==> config.mk <==
export PLATFORM = sky130hd
export DESIGN_NAME = instruction_sram_responder_flat
export DESIGN_NICKNAME = d
export VERILOG_FILES = /design/src/rtl/instruction_sram_responder_pkg.sv /design/src/rtl/instruction_sram_responder_if.sv /design/src/rtl/instruction_sram_responder_sram_wait_counter.sv /design/src/rtl/instruction_sram_responder.sv /design/src/flat_wrapper.sv
export SDC_FILE = /design/constraint.sdc
export NUM_CORES = 1
export LEC_CHECK = 0
export ABC_AREA = 1
export CORE_MARGIN = 5
export CORE_UTILIZATION = 40
export DETAILED_ROUTE_END_ITERATION = 6
export PLACE_DENSITY = 0.64
export SLEW_MARGIN = 20
export SYNTH_ARGS = -nofsm -noshare
export SYNTH_HDL_FRONTEND = slang
export SYNTH_SLANG_ARGS = --single-unit
==> constraint.sdc <==
create_clock -name clk -period 1.4 [get_ports clk]
set_input_delay 0.35 -clock clk [delete_from_list [all_inputs] [get_ports clk]]
set_output_delay 0.35 -clock clk [all_outputs]
set_load 0.02 [all_outputs]
==> src/rtl/instruction_sram_responder_pkg.sv <==
// Shared definitions for the instruction SRAM responder.
// Holds the fetch address width, the SRAM half-word width, the 2-bit FSM
// state encoding and the packed layout of a fetched instruction word.
package instruction_sram_responder_pkg;

  localparam int unsigned ADDRESS_LEN = 32;
  localparam int unsigned HALF_W      = 16;
  localparam int unsigned STATE_W     = 2;

  // Fetch sequencing states
  typedef enum logic [STATE_W-1:0] {
    ST_IDLE    = 2'd0,
    ST_READ_LO = 2'd1,
    ST_READ_HI = 2'd2,
    ST_DONE    = 2'd3
  } fetch_state_e;

  // Instruction assembled from two little-endian half-words
  typedef struct packed {
    logic [HALF_W-1:0] hi;
    logic [HALF_W-1:0] lo;
  } instr_halves_t;

endpackage

==> src/rtl/instruction_sram_responder_if.sv <==
// Fetch-stage <-> responder handshake bundle.
//   fetch_req     : fetch stage requests the instruction at fetch_address
//   fetch_address : byte address (PC), bits [1:0] ignored
//   flush         : branch taken, abort any in-flight fetch
//   instruction   : fetched instruction, held until the next ready
//   ready         : one-cycle pulse, instruction valid
//   busy          : fetch_req & ~ready, drives the IF freeze input
// master = fetch stage, slave = responder.
interface instruction_sram_responder_if
  import instruction_sram_responder_pkg::*;
#(
  parameter int unsigned ADDR_W = ADDRESS_LEN
);

  logic              fetch_req;
  logic [ADDR_W-1:0] fetch_address;
  logic              flush;
  logic [ADDR_W-1:0] instruction;
  logic              ready;
  logic              busy;

  modport master (
    output fetch_req,
    output fetch_address,
    output flush,
    input  instruction,
    input  ready,
    input  busy
  );

  modport slave (
    input  fetch_req,
    input  fetch_address,
    input  flush,
    output instruction,
    output ready,
    output busy
  );

endinterface

==> src/rtl/instruction_sram_responder_sram_wait_counter.sv <==
// Counts the cycles spent on one SRAM half-word read.
//   clk, rst : clock, synchronous active-high reset
//   clear    : force the count back to zero
//   en       : advance the count (wraps to zero after the terminal cycle)
//   last_c   : combinational, high on the final wait cycle of a half-word
module instruction_sram_responder_sram_wait_counter
  import instruction_sram_responder_pkg::*;
#(
  parameter int unsigned WAIT_CYCLES = 1
) (
  input  logic clk,
  input  logic rst,
  input  logic clear,
  input  logic en,
  output logic last_c
);

  localparam int unsigned CNT_W = (WAIT_CYCLES > 1) ? $clog2(WAIT_CYCLES) : 1;
  localparam logic [CNT_W-1:0] CNT_LAST = CNT_W'(WAIT_CYCLES - 1);

  logic [CNT_W-1:0] count;

  assign last_c = (count == CNT_LAST);

  // Wrapping on the terminal cycle leaves the counter at zero for the next half
  always_ff @(posedge clk) begin
    if (rst || clear) begin
      count <= '0;
    end else if (en) begin
      count <= last_c ? '0 : count + CNT_W'(1);
    end
  end

endmodule

==> src/rtl/instruction_sram_responder.sv <==
// Instruction-fetch responder: turns a fetch-stage PC into a 32-bit
// instruction read as two half-words from a 16-bit external SRAM, with a
// one-entry last-fetch buffer so a frozen (repeated) PC needs no SRAM access.
//   clk, rst    : clock, synchronous active-high reset
//   fetch       : fetch handshake (slave side of instruction_sram_responder_if)
//   sram_addr   : SRAM half-word address
//   sram_rd_en  : SRAM read strobe, high while a half-word is being read
//   sram_rdata  : SRAM read data, sampled at the end of the last wait cycle
module instruction_sram_responder
  import instruction_sram_responder_pkg::*;
#(
  parameter int unsigned SRAM_ADDR_W = 18,
  parameter int unsigned WAIT_CYCLES = 1,
  parameter int unsigned ADDR_W      = ADDRESS_LEN
) (
  input  logic                       clk,
  input  logic                       rst,
  instruction_sram_responder_if.slave fetch,
  output logic [SRAM_ADDR_W-1:0]     sram_addr,
  output logic                       sram_rd_en,
  input  logic [HALF_W-1:0]          sram_rdata
);

  localparam int unsigned TAG_W  = ADDR_W - 2;
  localparam int unsigned WORD_W = SRAM_ADDR_W - 1;

  fetch_state_e      state;
  logic [TAG_W-1:0]  cap_tag;
  logic [TAG_W-1:0]  buf_tag;
  logic              buf_valid;
  logic [HALF_W-1:0] lo_half;
  logic [ADDR_W-1:0] instruction_q;
  logic              ready_q;

  logic [TAG_W-1:0]  req_tag_c;
  logic [WORD_W-1:0] req_word_c;
  logic [WORD_W-1:0] cap_word_c;
  logic              buf_hit_c;
  logic              wait_last_c;
  logic              wait_en_c;
  logic              wait_clear_c;
  instr_halves_t     new_instr_c;
  logic              unused_addr_lsbs;

  // Word-granular view of the request; the byte offset never matters
  assign req_tag_c        = fetch.fetch_address[ADDR_W-1:2];
  assign req_word_c       = req_tag_c[WORD_W-1:0];
  assign cap_word_c       = cap_tag[WORD_W-1:0];
  assign unused_addr_lsbs = ^fetch.fetch_address[1:0];

  // Buffer hit compares the full word address, not only the SRAM-visible bits
  assign buf_hit_c = buf_valid && (buf_tag == req_tag_c);

  assign new_instr_c = '{hi: sram_rdata, lo: lo_half};

  // Counter only runs while a half-word read is in progress
  assign wait_en_c    = (state == ST_READ_LO) || (state == ST_READ_HI);
  assign wait_clear_c = fetch.flush || !wait_en_c;

  instruction_sram_responder_sram_wait_counter #(
    .WAIT_CYCLES (WAIT_CYCLES)
  ) u_wait_cnt (
    .clk    (clk),
    .rst    (rst),
    .clear  (wait_clear_c),
    .en     (wait_en_c),
    .last_c (wait_last_c)
  );

  assign fetch.instruction = instruction_q;
  assign fetch.ready       = ready_q;
  assign fetch.busy        = fetch.fetch_req & ~ready_q;

  // Fetch sequencer; flush overrides every state and leaves buffer contents alone
  always_ff @(posedge clk) begin
    if (rst) begin
      state         <= ST_IDLE;
      cap_tag       <= '0;
      buf_tag       <= '0;
      buf_valid     <= 1'b0;
      lo_half       <= '0;
      instruction_q <= '0;
      ready_q       <= 1'b0;
      sram_addr     <= '0;
      sram_rd_en    <= 1'b0;
    end else begin
      ready_q <= 1'b0;
      if (fetch.flush) begin
        state      <= ST_IDLE;
        sram_rd_en <= 1'b0;
      end else begin
        case (state)
          ST_IDLE: begin
            if (fetch.fetch_req) begin
              if (buf_hit_c) begin
                state   <= ST_DONE;
                ready_q <= 1'b1;
              end else begin
                state      <= ST_READ_LO;
                cap_tag    <= req_tag_c;
                sram_addr  <= {req_word_c, 1'b0};
                sram_rd_en <= 1'b1;
              end
            end
          end
          ST_READ_LO: begin
            if (wait_last_c) begin
              lo_half   <= sram_rdata;
              sram_addr <= {cap_word_c, 1'b1};
              state     <= ST_READ_HI;
            end
          end
          ST_READ_HI: begin
            if (wait_last_c) begin
              instruction_q <= ADDR_W'(new_instr_c);
              buf_tag       <= cap_tag;
              buf_valid     <= 1'b1;
              sram_rd_en    <= 1'b0;
              ready_q       <= 1'b1;
              state         <= ST_DONE;
            end
          end
          ST_DONE: begin
            state <= ST_IDLE;
          end
          default: begin
            state <= ST_IDLE;
          end
        endcase
      end
    end
  end

endmodule

==> src/flat_wrapper.sv <==
// flat-port wrapper written by rule: the top's interface ports become plain ports
module instruction_sram_responder_flat import instruction_sram_responder_pkg::*;
#(
  parameter int unsigned SRAM_ADDR_W = 18,
  parameter int unsigned WAIT_CYCLES = 1,
  parameter int unsigned ADDR_W      = ADDRESS_LEN
)
  (clk, rst, sram_addr, sram_rd_en, sram_rdata, fetch_fetch_req, fetch_fetch_address, fetch_flush, fetch_instruction, fetch_ready, fetch_busy);
  instruction_sram_responder_if #(.ADDR_W(ADDR_W)) fetch_i ();
  input  logic clk;
  input  logic rst;
  output logic [SRAM_ADDR_W-1:0] sram_addr;
  output logic sram_rd_en;
  input  logic [HALF_W-1:0] sram_rdata;
  input wire logic [$bits(fetch_i.fetch_req)-1:0] fetch_fetch_req;
  input wire logic [$bits(fetch_i.fetch_address)-1:0] fetch_fetch_address;
  input wire logic [$bits(fetch_i.flush)-1:0] fetch_flush;
  output wire logic [$bits(fetch_i.instruction)-1:0] fetch_instruction;
  output wire logic [$bits(fetch_i.ready)-1:0] fetch_ready;
  output wire logic [$bits(fetch_i.busy)-1:0] fetch_busy;
  assign fetch_i.fetch_req = fetch_fetch_req;
  assign fetch_i.fetch_address = fetch_fetch_address;
  assign fetch_i.flush = fetch_flush;
  assign fetch_instruction = fetch_i.instruction;
  assign fetch_ready = fetch_i.ready;
  assign fetch_busy = fetch_i.busy;
  instruction_sram_responder #(.SRAM_ADDR_W(SRAM_ADDR_W), .WAIT_CYCLES(WAIT_CYCLES), .ADDR_W(ADDR_W)) u_core (.clk(clk), .rst(rst), .fetch(fetch_i), .sram_addr(sram_addr), .sram_rd_en(sram_rd_en), .sram_rdata(sram_rdata));
endmodule
* Yosys cells after proc, flatten, opt, wreduce, memory -nomap -nowiden
Cells that the tools add are included.
** Word-level totals
- Register bits :: 132
- Bits of input ports :: 52
- Output and inout bits :: 53
- Logic and storage cells :: 57
** Cells by class
- $add $sub $neg :: 1
- Eq/ne operators :: 8
- Muxes and demuxes :: 18
- Bitwise logic cells :: 5
- Reductions and logical operators :: 15
** Operators with widths (count)
- two-way mux 18 bit :: 3
- case mux 18 bit (2 select lines) :: 1
- == test 30 bit :: 1
- AND reduction 3 bit :: 3
- two-way mux 2 bit :: 4
- != test 2 bit, second input constant :: 4
- case mux 2 bit (4 select lines) :: 1
- AND reduction 4 bit :: 2
- two-way mux 1 bit :: 7
- AND reduction 5 bit :: 1
- == test 2 bit, second input constant :: 2
- inverter 1 bit :: 4
- case mux 1 bit (2 select lines) :: 2
- nonzero test 2 bit :: 2
- logical OR 1 bit :: 3
- == test 2 x 1 -> 1 bit, second input constant :: 1
- zero test 2 bit :: 1
- OR reduction 2 bit :: 1
- adder 1 bit, second input constant :: 1
- AND 1 bit :: 1
- logical AND 1 bit :: 1
- zero test 1 bit :: 1

* Logic depth before layout (Yosys ltp)
Gate-level depths: netlist of the first run.
- Word-level depth :: 5
- Depth in mapped cells :: 14
- Depth with buffers taken out :: 13

* By module
Synthesis of the first run repeated with hierarchy kept, for this count alone.
** Unflattened totals
- Cell total of the unflattened synthesis :: 872
- Area, all modules :: 5816.8 sq um
** Modules (own cells, without submodules)
- instruction_sram_responder :: instances 1, cells an instance 870, area an instance 5805.6 sq um, seq. area each 2622.5 sq um
- instruction_sram_responder_sram_wait_counter :: instances 1, cells an instance 2, area an instance 11.3 sq um, seq. area each 0.0 sq um

* Worst setup path before layout of the first run
No wires, ideal clock.
- Path kind :: register -> register
- Start :: register u_core.state[1]
- End :: register u_core.sram_addr[17]
- Library setup time :: 0.113 ns
- Arrival time :: 1.415 ns
- Required time :: 1.287 ns
- Path slack :: -0.128 ns
- Stages on the path, launching flop included :: 12
- Buffers on the path :: 2
- Cell sequence :: dfxtp_1 inv_1 ha_1 buf_4 inv_2 nor2_4 inv_2 o22ai_2 nand2_4 buf_6 nor2_1 nor2_1
** Between the ends
- Longest elaborated chain between the ends :: 3
- Elaborated cells on any way between the ends :: 8
** RTL lines
- start, declared :: RTL line instruction_sram_responder.sv:27 : fetch_state_e state;
- start signal, assigned :: RTL line instruction_sram_responder.sv:77 : state <= ST_IDLE;
- start signal, assigned :: RTL line instruction_sram_responder.sv:89 : state <= ST_IDLE;
- start signal, assigned :: RTL line instruction_sram_responder.sv:96 : state <= ST_DONE;
- == test 2 x 1 -> 1 bit / zero test 2 bit (equally long branches) :: RTL line instruction_sram_responder.sv:92 : case (state)
- != test 2 bit (no source line) / nonzero test 2 bit (equally long branches)
- AND reduction 5 bit (no source line)
- end signal, assigned :: RTL line instruction_sram_responder.sv:101 : sram_addr <= {req_word_c, 1'b0};
- end signal, assigned :: RTL line instruction_sram_responder.sv:109 : sram_addr <= {cap_word_c, 1'b1};
- end, declared :: RTL line instruction_sram_responder.sv:19 : output logic [SRAM_ADDR_W-1:0] sram_addr,
Several ways; a longest one is shown, not always the timed one.
A chain may end at the register's enable or synchronous reset.

* Worst setup path after layout of the first run
- Start :: register u_core.buf_tag[18]
- End :: register u_core.cap_tag[11]
** Between the ends
- Longest elaborated chain between the ends :: 4
** RTL lines
- start, declared :: RTL line instruction_sram_responder.sv:29 : logic [TAG_W-1:0] buf_tag;
- start signal, assigned :: RTL line instruction_sram_responder.sv:116 : buf_tag <= cap_tag;
- == test 30 bit :: RTL line instruction_sram_responder.sv:52 : assign buf_hit_c = buf_valid && (buf_tag == req_tag_c);
- logical AND 1 bit :: RTL line instruction_sram_responder.sv:52
- inverter 1 bit (no source line)
- AND reduction 4 bit (no source line)
- end signal, assigned :: RTL line instruction_sram_responder.sv:100 : cap_tag <= req_tag_c;
- end, declared :: RTL line instruction_sram_responder.sv:28 : logic [TAG_W-1:0] cap_tag;
No other way between the ends.

==> results of run 1 <==
==> power by group <==
group | internal [mW] | switching [mW] | leakage [nW]
clock network | 2.89 | 1.70 | 0.291
registers | 3.86 | 0.0690 | 1.08
logic | 0.576 | 0.745 | 2.95
total | 7.32 | 2.52 | 4.32
==> cells by family after synthesis <==
| logic type | share of synthesized area, % |
|---|---|
| XOR/XNOR | 1.29 |
| adder cells (fa/ha/maj) | 0.614 |
| AO/OA/AOI/OAI | 11.4 |
| buffers and inverters | 13.7 |
| flip-flops | 42.9 |
| AND/OR/NAND/NOR | 30.1 |
==> timing repair <==
action	CTS	global route
setup endpoints to repair	133	142
setup buffers	18	1
hold buffers	0	0
pin swaps	42	39
gates resized for setup	360	132
cloned	9	3
==> layout make-up <==
class	count	share of cell area (%)
clock buffers	19	4.87
clock inverters	13	1.69
inverters	157	6.49
multi-input cells	593	35.4
flip-flops and latches	131	28.5
well taps	188	2.53
repair buffers	192	20.5
==> path summary, 6_finish.rpt <==
kind	end	from	cells after the start	slack, ps
worst max-delay path	u_core.cap_tag[11]	u_core.buf_tag[18]	12	-330
worst min-delay path	u_core.buf_tag[19]	u_core.cap_tag[19]	2	450
worst max register to register	u_core.cap_tag[11]	u_core.buf_tag[18]	12	-330
worst min register to register	u_core.buf_tag[19]	u_core.cap_tag[19]	2	450
==> Yosys cell counts (all sizes together), types with 5 or more instances <==
cell type,number,share of area (%)
nand2,208,13
nor2,189,12
inv,147,9.0
dfxtp,131,43
o21ai,97,7.9
nand4,41,4.2
a21oi,36,2.9
clkbuf,29,1.8
buf,18,2.3
clkinv,10,0.61
xnor2,9,1.3
nand3,5,0.57
==> flip-flops by register name, summed over array words and instances, names as in the netlist <==
signal,count
u_core.buf_tag,30
u_core.buf_valid,1
u_core.cap_tag,30
u_core.fetch.instruction,32
u_core.fetch.ready,1
u_core.lo_half,16
u_core.sram_addr,18
u_core.sram_rd_en,1
u_core.state,2
==> routing by layer <==
| layer | wire length [um] | global-route usage [%] | vias to the layer above |
|---|---|---|---|
| met2 | 9250 | 36.3 | 172 |
| met1 | 8110 | 25.3 | 2839 |
| met5 | 0 | 0 | - |
| met4 | 445 | 7.71 | 0 |
| li1 | - | - | 3185 |
| met3 | 1250 | 6.65 | 32 |
==> worst reg2reg max path: stages, from the launching register on <==
cell and delay [ps]:
dfxtp_4 360, xnor2_4 200, buf_6 140, nand2_2 50, nor2_1 90, nand2_1 100
nor2_4 140, nand2_4 90, nand3_4 140, clkbuf_16 200, nand2_4 40, inv_2 40
nor2_1 30
==> per-stage QoR <==
step / std cells / TNS (ps) / utilization, %
finish: 1293 / -17330 / 61.7
global route: 1293 / -23680 / 61.7
CTS: 1294 / -15360 / 61.0
detailed placement: 1237 / -68490 / 51.8
global placement: 1237 / -65260 / 51.8
floorplan: 928 / -1360 / -
==> out/metrics.yaml, run 1 <==
final_common_cell: "nand2_1"
die_width_um: 134
clkSinkCount: 131
core_um2: 15100
antenna_cells: 0
place.gp.congestion: 0.832
place_area_um2: 7820
worstSetupEndpointType: "register"
synth.distinct_cells: 26
critPathKind: "register to register"
seq_area_um2: 2650
powerDensity_nw_per_um2: 1060
io_pins: 105
start_kind: "register"
dp_hpwl_um: 11400
critPathRequiredTime_ps: 1710
cts_max_level: 4
track_usage_pct: 21.3
synth_seq_cells: 131
dieArea_um2: 17900
syn2layout_area_growth_pct: 52.2
critPathMaxFanout: 5
routed_wl_um: 19100
cts_buffers: 17
drc: 0
drt_iter0_markers: 399
layout_common_cells: "nand2_1, nor2_1, inv_1"
cts_root_buffer: "clkbuf_16"
hold_viol: 0
finalCritPeriodShare_pct: 123
ys_seq_area_share_pct: 42.9
numPortBuffers: 102
post_synth.cell_area_avg_um2: 6.59
num_rows: 45
start_util_pct: 40.5
max_cap_viol_count: 0
slowest_stage: "dfxtp_4"
max_stage_delay_ps: 360
pre_cts_ws_ps: -970
hold_class: "register to register"
num-fill-cells: 1393
drt_first_pass_iters: 5
total_power_mw: 9.84
finalSetupViolations: 84
violations: "negative setup slack"
tightest_slew_ps: 349
period_needed_ps: 1730
path_cells: "xnor2_4, buf_6, nand2_2, nor2_1, nand2_1, nor2_4, nand2_4, nand3_4, clkbuf_16, nand2_4, inv_2, nor2_1"
synthCells: 928
final_cell_area_um2: 9310
wl_per_cell_um: 14.7
nNetsFinal: 1147
holdWs_ps: 453
cts.path.max_buffers: 2
worstPathArrival_ps: 2040
fmax_mhz: 579
multi_input_area_um2: 3290
yosys_warnings: 0
grt_pass1_wl_um: 30500
grt_pass1_vias: 6123
cts_tree: "built"
synth-edff-count: 0
grt_max_degree: 41
antenna_left: 0
maxSlewViolCount: 0
clkLatencyLatePin_ps: 420
overflow: 0
clk_pin_slew_worst_paths_ps: 60
status: "finished with violations"
critPathTopFamily: "simple AND/OR/NAND/NOR gates"
vias: 6228
via_per_inst: 4.82
peakVddDrop_uv: 690
leakagePower_nw: 4.32
finalClockSkew_ps: 8.61
async_flop_share_pct: 0
setup_ws_ps: -326
synth_nets: 983
drive_gt1_share_pct: 32.3
rsz0062_at_grt: "true"
die_h_um: 134
synth_area_um2: 6110
grt_antenna_before_repair: 0
slew_headroom_pct: 76.5
crit_buf_inv: 3
synthFlopType: "dfxtp_1"
Note: power is estimated with default switching activity, not from simulation.
==> run 2: changes to the inputs <==
--- a/config.mk
+++ b/config.mk
@@ -6,9 +6,11 @@
 export NUM_CORES = 1
 export LEC_CHECK = 0
 export ABC_AREA = 1
+export CAP_MARGIN = 20
 export CORE_MARGIN = 5
 export CORE_UTILIZATION = 40
 export DETAILED_ROUTE_END_ITERATION = 6
+export MAX_ROUTING_LAYER = met4
 export PLACE_DENSITY = 0.64
 export SLEW_MARGIN = 20
 export SYNTH_ARGS = -nofsm -noshare
==> run 2 against run 1 <==
Against the previous run: setup slack got worse by 1.5 ps; non-clock buffer count increased by 1; clock power about the same; the flow still finishes with violations (negative setup slack); wire length increased by 1.3%.
==> out/metrics.yaml, run 2 (same netlist as run 1, synthesis figures left out) <==
status: "finished with violations"
violations: "negative setup slack"
final_util_pct: 62.2  # +0.54 points
layout_common_cells: "nand2_1, nor2_1, inv_1"
internal_power_mw: 7.33  # about the same
start_kind: "register"
num-fill-cells: 1384  # -0.65%
finalSetupViolations: 84  # unchanged
critPathMaxFanout: 5  # unchanged
leakagePower_nw: 4.33  # +0.16%
switching_share_pct: 25.6  # +0.055 points
drc: 0  # unchanged
die_width_um: 134  # unchanged
numPortBuffers: 102  # unchanged
track_usage_pct: 21.9  # +0.60 points
dieArea_um2: 17900  # unchanged
num_rows: 45  # unchanged
finalCritPeriodShare_pct: 123  # about the same
combPwrFrac_pct: 13.6  # +0.2 points
nNetsFinal: 1148  # +0.087%
holdBufCountCts: 0  # unchanged
grt_pass1_vias: 6135  # +0.20%
seqPwrFrac_pct: 39.9  # about the same
power_switching_mw: 2.53  # +0.38%
overflow: 0  # unchanged
worstPathArrival_ps: 2040  # about the same
clkPwrFrac_pct: 46.6  # about the same
setup_ws_ps: -328  # -1.50 ps
clk_pin_slew_worst_paths_ps: 60  # about the same
drt_iter0_markers: 359  # -10%
io_pins: 105  # unchanged
critPathRequiredTime_ps: 1710  # about the same
worstSetupEndpointType: "register"
vias: 6275  # +0.75%
period_needed_ps: 1730  # +1.50 ps
slew_headroom_pct: 77.7  # +1.2 points
core_um2: 15100  # unchanged
antenna_left: 0  # unchanged
start_util_pct: 40.5  # unchanged
finalClockSkew_ps: 6.19  # -2.43 ps
hold_class: "register to register"
place.gp.congestion: 0.845  # +1.5%
wl_per_cell_um: 14.9  # +1.3%
clkSinkCount: 131  # unchanged
rsz0062_at_grt: "true"
tightest_slew_ps: 331  # -17.8 ps
cts_max_level: 4  # unchanged
cts_tree: "built"
routed_wl_um: 19300  # +1.3%
critPathKind: "register to register"
final_common_cell: "nand2_1"
via_per_inst: 4.85  # +0.68%
cts_buffers: 17  # unchanged
drive_gt1_share_pct: 33.5  # +1.2 points
hold_viol: 0  # unchanged
drt_first_pass_iters: 4  # -1
antenna_cells: 0  # unchanged
peakVddDrop_uv: 698  # +1.1%
fmax_mhz: 579  # about the same
dp_hpwl_um: 11400  # unchanged
grt_antenna_before_repair: 0  # unchanged
cts_root_buffer: "clkbuf_16"
cts.path.max_buffers: 2  # unchanged
die_h_um: 134  # unchanged
maxSlewViolCount: 0  # unchanged
fin_setup_tns_ps: -17840  # -505 ps
syn2layout_area_growth_pct: 53.5
grt_max_degree: 41  # unchanged
largest_reg_flops: 32  # unchanged
max_cap_viol_count: 0  # unchanged
powerDensity_nw_per_um2: 1050  # -0.71%
grt_pass1_wl_um: 30500  # about the same
clkLatencyLatePin_ps: 410  # about the same
-- run 2: changes by cell type in the layout (fill, tap and decap cells not counted), moves of 2 or more --
cell	previous run	this run
a21oi_1	31	23
a21oi_2	3	11
inv_1	124	122
inv_2	22	24
nand2_2	36	34
nand2_4	15	18
o21ai_2	3	5
-- run 2: metal layers --
| metal | part of all wire (%) | track usage [%] | up-vias |
|---|---|---|---|
| li1 | - | - | 3187 |
| met1 | 42 | 25.8 | 2841 |
| met5 | 0 | - | - |
| met3 | 6.8 | 5.85 | 52 |
| met4 | 3.1 | 7.71 | 0 |
| met2 | 48 | 36.2 | 195 |
-- run 2: worst max-delay path, stage by stage (launching register included) --
cell and delay [ps]:
dfxtp_4 360, xnor2_4 200, buf_6 140, nand2_2 40
nor2_1 80, nand2_1 100, nor2_4 160, nand2_4 80
nand3_4 140, clkbuf_16 200, nand2_4 40, inv_2 40
nor2_1 30
-- run 2: path summary, 6_finish.rpt --
path | start | endpoint | slack [ps] | depth (start not counted)
hold reg to reg | u_core.cap_tag[1] | u_core.buf_tag[1] | 460 | 2
setup reg to reg | u_core.buf_tag[18] | u_core.cap_tag[11] | -330 | 12
setup / recovery | u_core.buf_tag[18] | u_core.cap_tag[11] | -330 | 12
hold / removal | u_core.cap_tag[1] | u_core.buf_tag[1] | 460 | 2
-- run 2: final cells by class --
class / count / area (um^2) / area share (%)
multi-input combinational: 593 / 3340 / 35.6
sequential: 131 / 2650 / 28.3
timing repair buffer: 193 / 1950 / 20.7
inverter: 157 / 604 / 6.44
clock buffer: 19 / 453 / 4.83
tap: 188 / 235 / 2.51
clock inverter: 13 / 158 / 1.68
-- run 2: metrics by stage --
step                instances  hold WS [ps]  power (mW)  instance area, um^2  setup slack, ps
finish                   1294           456        9.86                 9390             -328
global route             1294           479        10.2                 9390             -434
CTS                      1294           449        9.84                 9210             -258
detailed placement       1237           443        5.15                 7820             -970
global placement         1237           439        5.14                 7820             -953
floorplan                 928           419        4.63                 6180            -62.5
-- run 2: what timing repair did --
item | CTS | global route
cloned | 9 | 4
resized for setup | 360 | 148
pin swaps | 42 | 46
setup endpoints to repair | 133 | 140
setup buffers | 18 | 1
-- run 2: power by group through the flow --
stage	combinational [mW]	clock [mW]	sequential, mW
after floorplan	0.580	0	4.05
after global placement	1.14	0	4.00
after detailed placement	1.15	0	4.00
after CTS	1.25	4.67	3.92
after global routing	1.47	4.83	3.94
final	1.34	4.59	3.93
==> RTL change 1 (flow settings as in run 1) <==
Make the reset (`rst`) asynchronous in one clocked block. Comments in the files are not updated.
--- a/src/rtl/instruction_sram_responder.sv
+++ b/src/rtl/instruction_sram_responder.sv
@@ -74,3 +74,3 @@
   // Fetch sequencer; flush overrides every state and leaves buffer contents alone
-  always_ff @(posedge clk) begin
+  always_ff @(posedge clk or posedge rst) begin
     if (rst) begin
Formal check against the unedited RTL: differs if rst is asserted again (counterexample within 4 cycles, from zero or initial values and one cycle with rst high); with rst held inactive, the same outputs for 4 cycles.
==> RTL change 1 against run 1 <==
The run still ends with negative setup slack left. Design area increased by 3.1%. Wire length shrank 0.25%. Non-clock buffer count is 18 higher. Worst setup slack got worse by 0.0080 ns. Area after synthesis shrank 0.80%. Register-to-register slack better by 0.05 ns. Utilization rose by 2.2 points. Sequential cell count did not move. Count of clock-buffer cells in the layout rose by 2. Via count down 6.6%. Sequential share of layout area up 5.7 points. Die area is 0.74% lower. Critical endpoint is now u_core.sram_addr[7].
Power is not compared: it rests on default switching activity, and its combinational part moved more than twofold at a synthesized area within 25%.
==> RTL change 1: results (changes against run 1) <==
Parameter                              Value

Outcome
  Status    finished, violations left
  Violated checks    negative setup slack

Placed design
  Post-detailed-placement half-perimeter wirelength    11000 microns (-3.4%)
  Placement Setup Slack    -0.800 ns (+0.170 ns)

Final layout
  Count of fill cells added during filler insertion    1245 (-11%)
  Area Overhead vs Synth    58.2%
  Clk tree area frac    0.0623 (-0.00329)
  Multi-input combinational cell count    523 (-12%)
  Number of clock-tree buffers in the layout    21 (+2)
  Number of inverters outside the clock class in the layout    91 (-42%)

Hold path
  Startpoint of the most critical hold path    fetch_fetch_address[26]
  Number of cells traversed by the worst hold path    3 (+1)
  Worst Hold Endpoint    u_core.cap_tag[24]

Global route
  First-pass GRT wire length    29100 microns (-4.6%)
  Pin count of the biggest net entering global routing    52 (+27%)

Timing
  Final Worst Setup Slack    -0.334 ns (-0.00799 ns)
  Total setup violations reported at the end of the flow    113 (+35%)
  Worst Max-Slew Pin Slew    0.321 ns (-0.0275 ns)

Drt
  Detail-routed via count per cell    4.95 (+2.8%)
  Routed length per placed instance    16.2 microns (+9.8%)
  First-iteration detailed-routing DRC count    415 (+4.0%)

Worst setup path
  Delay contributed by the slowest stage of the critical path    0.55 ns (+0.19 ns)
  Worst-path fanout max    13 (+8)
  Startpoint of the worst setup timing path    fetch_fetch_address[13]
  Reg2Reg Depth    10 (-2)

Logic synthesis
  Post-synthesis compound-gate area fraction    0.0666 (-0.0470)
  Biggest area contributors in the synthesized netlist    sky130_fd_sc_hd__dfrtp_1, sky130_fd_sc_hd__nand2_1, sky130_fd_sc_hd__o21ai_0
  Fraction of registers with async set/reset    1.00 (+1.00)
  Number of distinct library cells after synthesis    28 (+7.7%)
  Share of synthesized cell area in full adder, half adder and majority cells    0.00619 (+0.0000494)
  Sequential-to-total area share from yosys stat    0.541 (+0.112)

Floorplan
  Total Die Area    17700 sq um (-0.74%)

CTS
  # resized after CTS    324 (-10%)
RTL change 1: cell count changes after synthesis, moves of 4 or more:
cell	before	now
sky130_fd_sc_hd__a21oi_1	36	2
sky130_fd_sc_hd__dfrtp_1	0	131
sky130_fd_sc_hd__nand3_1	3	51
sky130_fd_sc_hd__buf_6	9	2
sky130_fd_sc_hd__clkbuf_1	29	20
sky130_fd_sc_hd__clkinv_1	10	0
sky130_fd_sc_hd__dfxtp_1	131	0
sky130_fd_sc_hd__nor2_1	185	24
sky130_fd_sc_hd__nand4_1	41	10
sky130_fd_sc_hd__inv_1	142	86
sky130_fd_sc_hd__o21ai_0	97	73
sky130_fd_sc_hd__buf_1	7	3
sky130_fd_sc_hd__nand2_1	201	333
RTL change 1: critical path, delay by kind of cell:
kind | cells | cell delay (ns)
AND/OR/NAND/NOR | 8 | 0.88
buffers and inverters | 3 | 0.81
RTL change 1: metal layers:
metal	part of all wire	vias up
met5	0.00068	-
met1	0.39	2789
li1	-	2823
met2	0.53	174
met4	0.019	2
met3	0.066	32
==> RTL change 2 (config.mk and constraints of run 1) <==
Made on the original files. The package constant `HALF_W` goes from 16 to 12.
--- a/src/rtl/instruction_sram_responder_pkg.sv
+++ b/src/rtl/instruction_sram_responder_pkg.sv
@@ -6,3 +6,3 @@
   localparam int unsigned ADDRESS_LEN = 32;
-  localparam int unsigned HALF_W      = 16;
+  localparam int unsigned HALF_W      = 12;
   localparam int unsigned STATE_W     = 2;
Ports: changed (resized sram_rdata); port bits go from 105 to 101. No check against the original RTL was run, so the function may have changed too.
==> RTL change 2 against run 1 <==
The flow still finishes with violations (negative setup slack). Sequential cell count decreased by 12. Utilization rose by 5.9 points. Worst setup slack got worse by 0.0050 ns. Wire length shrank 4.7%. First-iteration DRC count up 6.5%. Design area down 3.5%. Critical endpoint is now u_core.sram_addr[8]. Clock skew decreased by 0.0022 ns. Area after synthesis is 11% lower. Critical path depth did not move. Highest routed layer is now met5. Power decreased by 3.5%. Count of clock-buffer cells in the layout decreased by 1.
==> RTL change 2: results (changes against run 1) <==
Parameter                              Value

Outcome
  Status    finished, violations left
  Violated checks    negative setup slack

Global route
  Grt met1 use    0.273 (+0.0201)
  Global-route usage over all layers    0.221 (+0.00755)
  Pin count of the biggest net entering global routing    44 (+7.3%)
  First-pass GRT wire length    28500 microns (-6.7%)
  Met2 GRT Util    0.355 (-0.00792)
  Met3 GRT Util    0.0660 (-0.000471)
  Antenna violations before repair    2 (+2)

Drt
  Detailed-routed wire length on met2    8570 microns (-7.4%)
  Uppermost layer routed    met5
  First-iteration detailed-routing DRC count    425 (+6.5%)
  DR WL met3    1140 microns (-9.3%)
  Detail-routed via count per cell    4.93 (+2.3%)

Hold path
  Startpoint of the most critical hold path    fetch_fetch_req
  Number of cells traversed by the worst hold path    5 (+3)

Timing
  Final-layout worst hold slack    0.390 ns (-0.0625 ns)
  Final Worst Setup Slack    -0.331 ns (-0.00495 ns)
  Total setup violations reported at the end of the flow    105 (+25%)

Worst setup path
  Crit-path slowest cell    sky130_fd_sc_hd__dfxtp_2
  Setup crit end    u_core.sram_addr[8]

Placed design
  Area after DPL    7350 sq um (-6.0%)
  Port Buffer Count    90 (-12%)
  Post-placement cell count    1124 (-9.1%)
  Post-detailed-placement half-perimeter wirelength    10600 microns (-7.6%)
  Placement Setup Slack    -0.786 ns (+0.184 ns)
  Routability cong.    0.835 (+0.36%)

Final layout
  Count of fill cells added during filler insertion    1108 (-20%)
  Layout cell share with drive strength beyond 1    0.412 (+0.0889)
  Number of inverters outside the clock class in the layout    78 (-50%)
  Area Overhead vs Synth    64.8%
  Number of clock-tree buffers in the layout    18 (-1)
  Nets    1055 (-8.0%)
  Area of the multi-input gates    3330 sq um (+1.3%)

Logic synthesis
  Number of distinct library cells after synthesis    25 (-3.8%)
  Synthesis-stage register bit count    119 (-9.2%)
  Synth Area per Inst    6.65 sq um (+0.87%)
  Commonest cells in the netlist    sky130_fd_sc_hd__nor2_1, sky130_fd_sc_hd__nand2_1, sky130_fd_sc_hd__dfxtp_1

Power
  Switching share of total power    0.257 (+0.00110)
  Leakage component of the power    4.06 nW (-6.1%)
  Share of power burned in the clock network    0.492 (+0.025)
  Post-route total power    0.00950 W (-3.5%)

Floorplan
  Tap Count    176 (-6.4%)
-- RTL change 2: logic make-up (layout without fill, tap and decap cells) --
group	Yosys count	after routing	share of synthesized area
and+or+nand+nor	421	421	0.313
DFF	119	119	0.437
xor gates and xnor gates	8	8	0.0129
AOI/OAI and AO/OA	139	139	0.130
other	1	9	0.000688
adders and majority gates	3	3	0.00689
buffers and inverters	129	319	0.0997
-- RTL change 2: worst max-delay path, delay by kind of cell, from the launching register on --
kind | cells | cell delay, ns
compound gates | 1 | 0.12
buf+inv | 3 | 0.37
flops | 1 | 0.33
simple gates | 8 | 0.80
-- RTL change 2: repair_timing --
item | in CTS | in global routing
cloned | 11 | 6
buffers inserted | 22 | 5
endpoints found under the setup margin | 117 | 125
pin swaps | 13 | 56
endpoints found under the hold margin | 0 | 0
resized for setup | 293 | 172
